<file path="config.mk">
export PLATFORM = sky130hd
export DESIGN_NAME = gate_truth_table_sequencer
export DESIGN_NICKNAME = d
export VERILOG_FILES = /design/src/rtl/gate_truth_table_sequencer.sv
export SDC_FILE = /design/constraint.sdc
export NUM_CORES = 1
export LEC_CHECK = 0
export ABC_CLOCK_PERIOD_IN_PS = 4600
export BUFFER_PORTS_ARGS = -buffer_cell sky130_fd_sc_hd__buf_2
export CAP_MARGIN = 20
export CORE_MARGIN = 2
export CORE_UTILIZATION = 50
export DETAILED_ROUTE_END_ITERATION = 16
export HOLD_SLACK_MARGIN = 0.03
export PLACE_DENSITY = 0.71
export SLEW_MARGIN = 15
export SYNTH_ARGS = -nofsm -noshare
export SYNTH_HDL_FRONTEND = slang
export SYNTH_SLANG_ARGS = --single-unit
</file>
<file path="constraint.sdc">
create_clock -name clk_i -period 4.6 [get_ports clk_i]
set_clock_uncertainty 0.15 [all_clocks]
set_input_delay 0.23 -clock clk_i [delete_from_list [all_inputs] [get_ports clk_i]]
set_output_delay 0.23 -clock clk_i [all_outputs]
set_load 0.02 [all_outputs]
</file>
<file path="src/rtl/gate_truth_table_sequencer.sv">
// Hardware truth-table checker: walks every input vector of a gate under test,
// samples its output after a settle delay and records mismatches against EXPECT.
module gate_truth_table_sequencer #(
   parameter int                 N_IN   = 2,
   parameter int                 SETTLE = 1,
   parameter logic [2**N_IN-1:0] EXPECT = 4'b0111
) (
   input  logic            clk_i,
   input  logic            rst_n_i,
   input  logic            start_i,
   input  logic            abort_i,
   input  logic            gate_out_i,
   output logic [N_IN-1:0] gate_in_o,
   output logic            busy_o,
   output logic            done_o,
   output logic            pass_o,
   output logic [N_IN:0]   err_count_o,
   output logic            fail_valid_o,
   output logic [N_IN-1:0] fail_vec_o
);

   localparam logic [1:0] S_IDLE   = 2'd0;
   localparam logic [1:0] S_SETTLE = 2'd1;
   localparam logic [1:0] S_SAMPLE = 2'd2;
   localparam logic [1:0] S_DONE   = 2'd3;

   // Wait counter reload; unused when SETTLE=0 because SETTLE is skipped.
   localparam logic [3:0] WLOAD = (SETTLE == 0) ? 4'd0 : 4'(SETTLE - 1);
   localparam logic [1:0] S_AFTER_VEC = (SETTLE == 0) ? S_SAMPLE : S_SETTLE;

   logic [1:0]      state_q, state_d;
   logic [N_IN-1:0] idx_q, idx_d;
   logic [3:0]      wcnt_q, wcnt_d;
   logic [N_IN-1:0] gate_in_q, gate_in_d;
   logic            busy_q, busy_d;
   logic            done_q, done_d;
   logic            pass_q, pass_d;
   logic [N_IN:0]   err_q, err_d;
   logic            fv_q, fv_d;
   logic [N_IN-1:0] fvec_q, fvec_d;

   logic            mism;
   logic [N_IN:0]   err_nxt;

   always_comb begin
      state_d   = state_q;
      idx_d     = idx_q;
      wcnt_d    = wcnt_q;
      gate_in_d = gate_in_q;
      busy_d    = busy_q;
      done_d    = 1'b0;
      pass_d    = pass_q;
      err_d     = err_q;
      fv_d      = fv_q;
      fvec_d    = fvec_q;
      mism      = gate_out_i != EXPECT[idx_q];
      err_nxt   = err_q + {{N_IN{1'b0}}, mism};

      case (state_q)
         S_IDLE: begin
            if (start_i) begin
               idx_d     = '0;
               gate_in_d = '0;
               err_d     = '0;
               fv_d      = 1'b0;
               fvec_d    = '0;
               pass_d    = 1'b0;
               busy_d    = 1'b1;
               wcnt_d    = WLOAD;
               state_d   = S_AFTER_VEC;
            end
         end
         S_SETTLE: begin
            if (abort_i) begin
               state_d   = S_IDLE;
               busy_d    = 1'b0;
               gate_in_d = '0;
               pass_d    = 1'b0;
            end else if (wcnt_q == 4'd0) begin
               state_d = S_SAMPLE;
            end else begin
               wcnt_d = wcnt_q - 4'd1;
            end
         end
         S_SAMPLE: begin
            if (abort_i) begin
               state_d   = S_IDLE;
               busy_d    = 1'b0;
               gate_in_d = '0;
               pass_d    = 1'b0;
            end else begin
               err_d = err_nxt;
               if (mism && !fv_q) begin
                  fv_d   = 1'b1;
                  fvec_d = idx_q;
               end
               // Last vector: verdict includes this cycle's mismatch.
               if (&idx_q) begin
                  state_d = S_DONE;
                  busy_d  = 1'b0;
                  done_d  = 1'b1;
                  pass_d  = (err_nxt == '0);
               end else begin
                  idx_d     = idx_q + 1'b1;
                  gate_in_d = idx_q + 1'b1;
                  wcnt_d    = WLOAD;
                  state_d   = S_AFTER_VEC;
               end
            end
         end
         default: state_d = S_IDLE;
      endcase
   end

   always_ff @(posedge clk_i) begin
      if (!rst_n_i) begin
         state_q   <= S_IDLE;
         idx_q     <= '0;
         wcnt_q    <= '0;
         gate_in_q <= '0;
         busy_q    <= 1'b0;
         done_q    <= 1'b0;
         pass_q    <= 1'b0;
         err_q     <= '0;
         fv_q      <= 1'b0;
         fvec_q    <= '0;
      end else begin
         state_q   <= state_d;
         idx_q     <= idx_d;
         wcnt_q    <= wcnt_d;
         gate_in_q <= gate_in_d;
         busy_q    <= busy_d;
         done_q    <= done_d;
         pass_q    <= pass_d;
         err_q     <= err_d;
         fv_q      <= fv_d;
         fvec_q    <= fvec_d;
      end
   end

   assign gate_in_o    = gate_in_q;
   assign busy_o       = busy_q;
   assign done_o       = done_q;
   assign pass_o       = pass_q;
   assign err_count_o  = err_q;
   assign fail_valid_o = fv_q;
   assign fail_vec_o   = fvec_q;

endmodule

</file>
==> impl_metrics.json <==
{
  "gp_congestion": 0.839,
  "fin_ws_ns": 2.33,
  "grt.overflow.total": 0,
  "path_clk_slew_ns": 0.10,
  "p_int_mw": 0.236,
  "leakage_nw": 0.488,
  "clock_sinks": 19,
  "switching_share_pct": 31.5,
  "io_buffers": 15,
  "rsz0062_at_grt": "false",
  "ant_nets": 0,
  "nets": 156,
  "clock_latency_ns": 0.29,
  "viasPerCell": 5.72,
  "die_w_um": 50.4,
  "setup_tns_ns": 0,
  "synth_top_area_share_pct": 35.3,
  "grt_pass1_vias": 851,
  "n_antenna_cell": 0,
  "synth_fp_nets": 142,
  "cts_made_buffers": 3,
  "cts_setup_buffers": 0,
  "status": "completed",
  "p_switching_mw": 0.108,
  "power_density_nw_per_um2": 290,
  "final-setup-viol-count": 0,
  "ys_seq_area_share_pct": 35.3,
  "clk_path_buf_depth": 2,
  "grt_max_degree": 17,
  "hold_class": "input port to register",
  "dr.pass1.iters": 4,
  "post_drt_wl_per_cell_um": 13.0,
  "synth_cell_types": 40,
  "peakVddDrop_mv": 0.170,
  "grt_pass1_wl_um": 3710,
  "comb_power_share_pct": 25.0,
  "power_frac_seq_pct": 50.8,
  "cp-start-kind": "register",
  "area_delta_synth_final_pct": 10.1,
  "grt.total_usage_pct": 18.6,
  "period_needed_ns": 2.27,
  "drc": 0,
  "async_reset_ff_share_pct": 0,
  "fmax_mhz": 440,
  "synthTopCellsByArea": "dfxtp_1 (35%), ha_1 (10%), nand2_1 (5.2%)",
  "ios": 16,
  "cts.repair.resized": 0,
  "fin_crit_sh_pct": 49.4,
  "cp-end-kind": "register",
  "power_frac_clock_pct": 24.2,
  "ctsHoldBuffers": 0,
  "worstRegToRegCells": 8,
  "yosys.area.top_type": "dfxtp_1",
  "core_region_area_um2": 2000,
  "antenna_found_initial": 0,
  "hold_path_depth": 2,
  "final_common_cell": "dfxtp_1",
  "synthCells": 128,
  "tightest_slew_ns": 0.575,
  "htree_levels": 1,
  "num_vias": 961,
  "synth-main-ff-cell": "dfxtp_1",
  "synth-edff-count": 0,
  "critical_path_class": "register to register",
  "final_cell_mix": "dfxtp_1 (19), nand2_1 (15), buf_2 (15)",
  "die_h_um": 50.4,
  "dp_hpwl_um": 1610,
  "drive_gt1_share_pct": 17.0,
  "die-area_um2": 2540,
  "critPathMaxFanout": 8,
  "cp.required_ns": 4.66,
  "rows": 16,
  "cts-root-buf": "clkbuf_4",
  "pre_cts_ws_ns": 2.37,
  "start_util_pct": 53.8,
  "postRouteWirelength_um": 2190,
  "hold_violations": 0,
  "synth.ff_latch_count": 19,
  "max_slew_margin_pct": 61.6,
  "tritoncts": "yes",
  "yosysWarnings": 0,
  "maxCapViolCount": 0,
  "maxSlewViolCount": 0,
  "avgSynthCellArea_um2": 8.42,
  "critPathArrivalTime_ns": 2.34,
  "synth_area_um2": 1080,
  "first_iter_violations": 14,
  "total_power_mw": 0.344
}
==> stage by stage <==
step / hold WS, ns / util [%] / cells / area (um2)
after floorplan: 0.229 / - / 128 / 1080
after global routing: 0.194 / 59.3 / 168 / 1190
after CTS: 0.173 / 59.3 / 168 / 1190
final: 0.180 / 59.3 / 168 / 1190
after detailed placement: 0.299 / 57.9 / 164 / 1160
after global placement: 0.298 / 57.9 / 164 / 1160
==> synthesized netlist by cell type (4+ instances only) <==
| master | number |
|---|---|
| nand4_1 | 4 |
| o22ai_1 | 5 |
| nand3_1 | 5 |
| inv_1 | 7 |
| dfxtp_1 | 19 |
| ha_1 | 9 |
| nor2_1 | 7 |
| nand2_1 | 15 |
| a21oi_1 | 6 |
==> final timing paths <==
path	from	endpoint	slack, ns
setup / recovery	idx_q[0]	err_count_o[2]	2.33
hold / removal	rst_n_i	fail_valid_o	0.18
hold reg to reg	pass_o	pass_o	0.32
setup reg to reg	idx_q[0]	err_count_o[2]	2.33
==> metal layers <==
metal / vias to the layer above / GRT usage [%] / part of all wire [%]
met4: 0 / 6.31 / 0.55
li1: 489 / - / -
met3: 2 / 2.98 / 2.8
met2: 15 / 29.8 / 46
met5: - / 0 / 0
met1: 455 / 25.5 / 51
==> logic make-up (layout without fill, tap and decap cells) <==
group                    Yosys count  after routing  synth area share (%)
buffers and inverters             14             27                  5.23
AND/OR/NAND/NOR                   51             51                  26.3
XOR/XNOR                           2              2                  1.63
flip-flops                        19             19                  35.3
adder cells (fa/ha/maj)            9              9                  10.5
AO/OA/AOI/OAI                     33             33                  21.1
==> sequential cells by signal, indices dropped and copies added (netlist names) <==
signal	count
fail_vec_o	2
fail_valid_o	1
busy_o	1
err_count_o	3
done_o	1
wcnt_q	4
state_q	2
gate_in_o	2
idx_q	2
pass_o	1
==> power by group through the flow <==
stage / combinational [mW] / clock (mW) / sequential [mW]
after floorplan: 0.0624 / 0 / 0.182
after global placement: 0.0846 / 0 / 0.178
after detailed placement: 0.0848 / 0 / 0.179
after CTS: 0.0858 / 0.0853 / 0.175
after global routing: 0.0959 / 0.0919 / 0.176
final: 0.0862 / 0.0832 / 0.175
==> cell type report <==
type	instances	area, um2
clock buffers	4	26.3
fillers	189	816
inverters	8	30.0
multi-input cells	95	641
flip-flops and latches	19	380
well taps	27	33.8
repair buffers	15	75.1
==> worst max-delay path, stage by stage, from the launching register on <==
cell and delay, ns:
dfxtp_1 0.39, ha_1 0.33, xor2_1 0.35, inv_2 0.08, ha_1 0.19, ha_1 0.22, nor3_1 0.19, nor2_1 0.06
a211oi_1 0.23
Power figures use the tool's default switching activity.
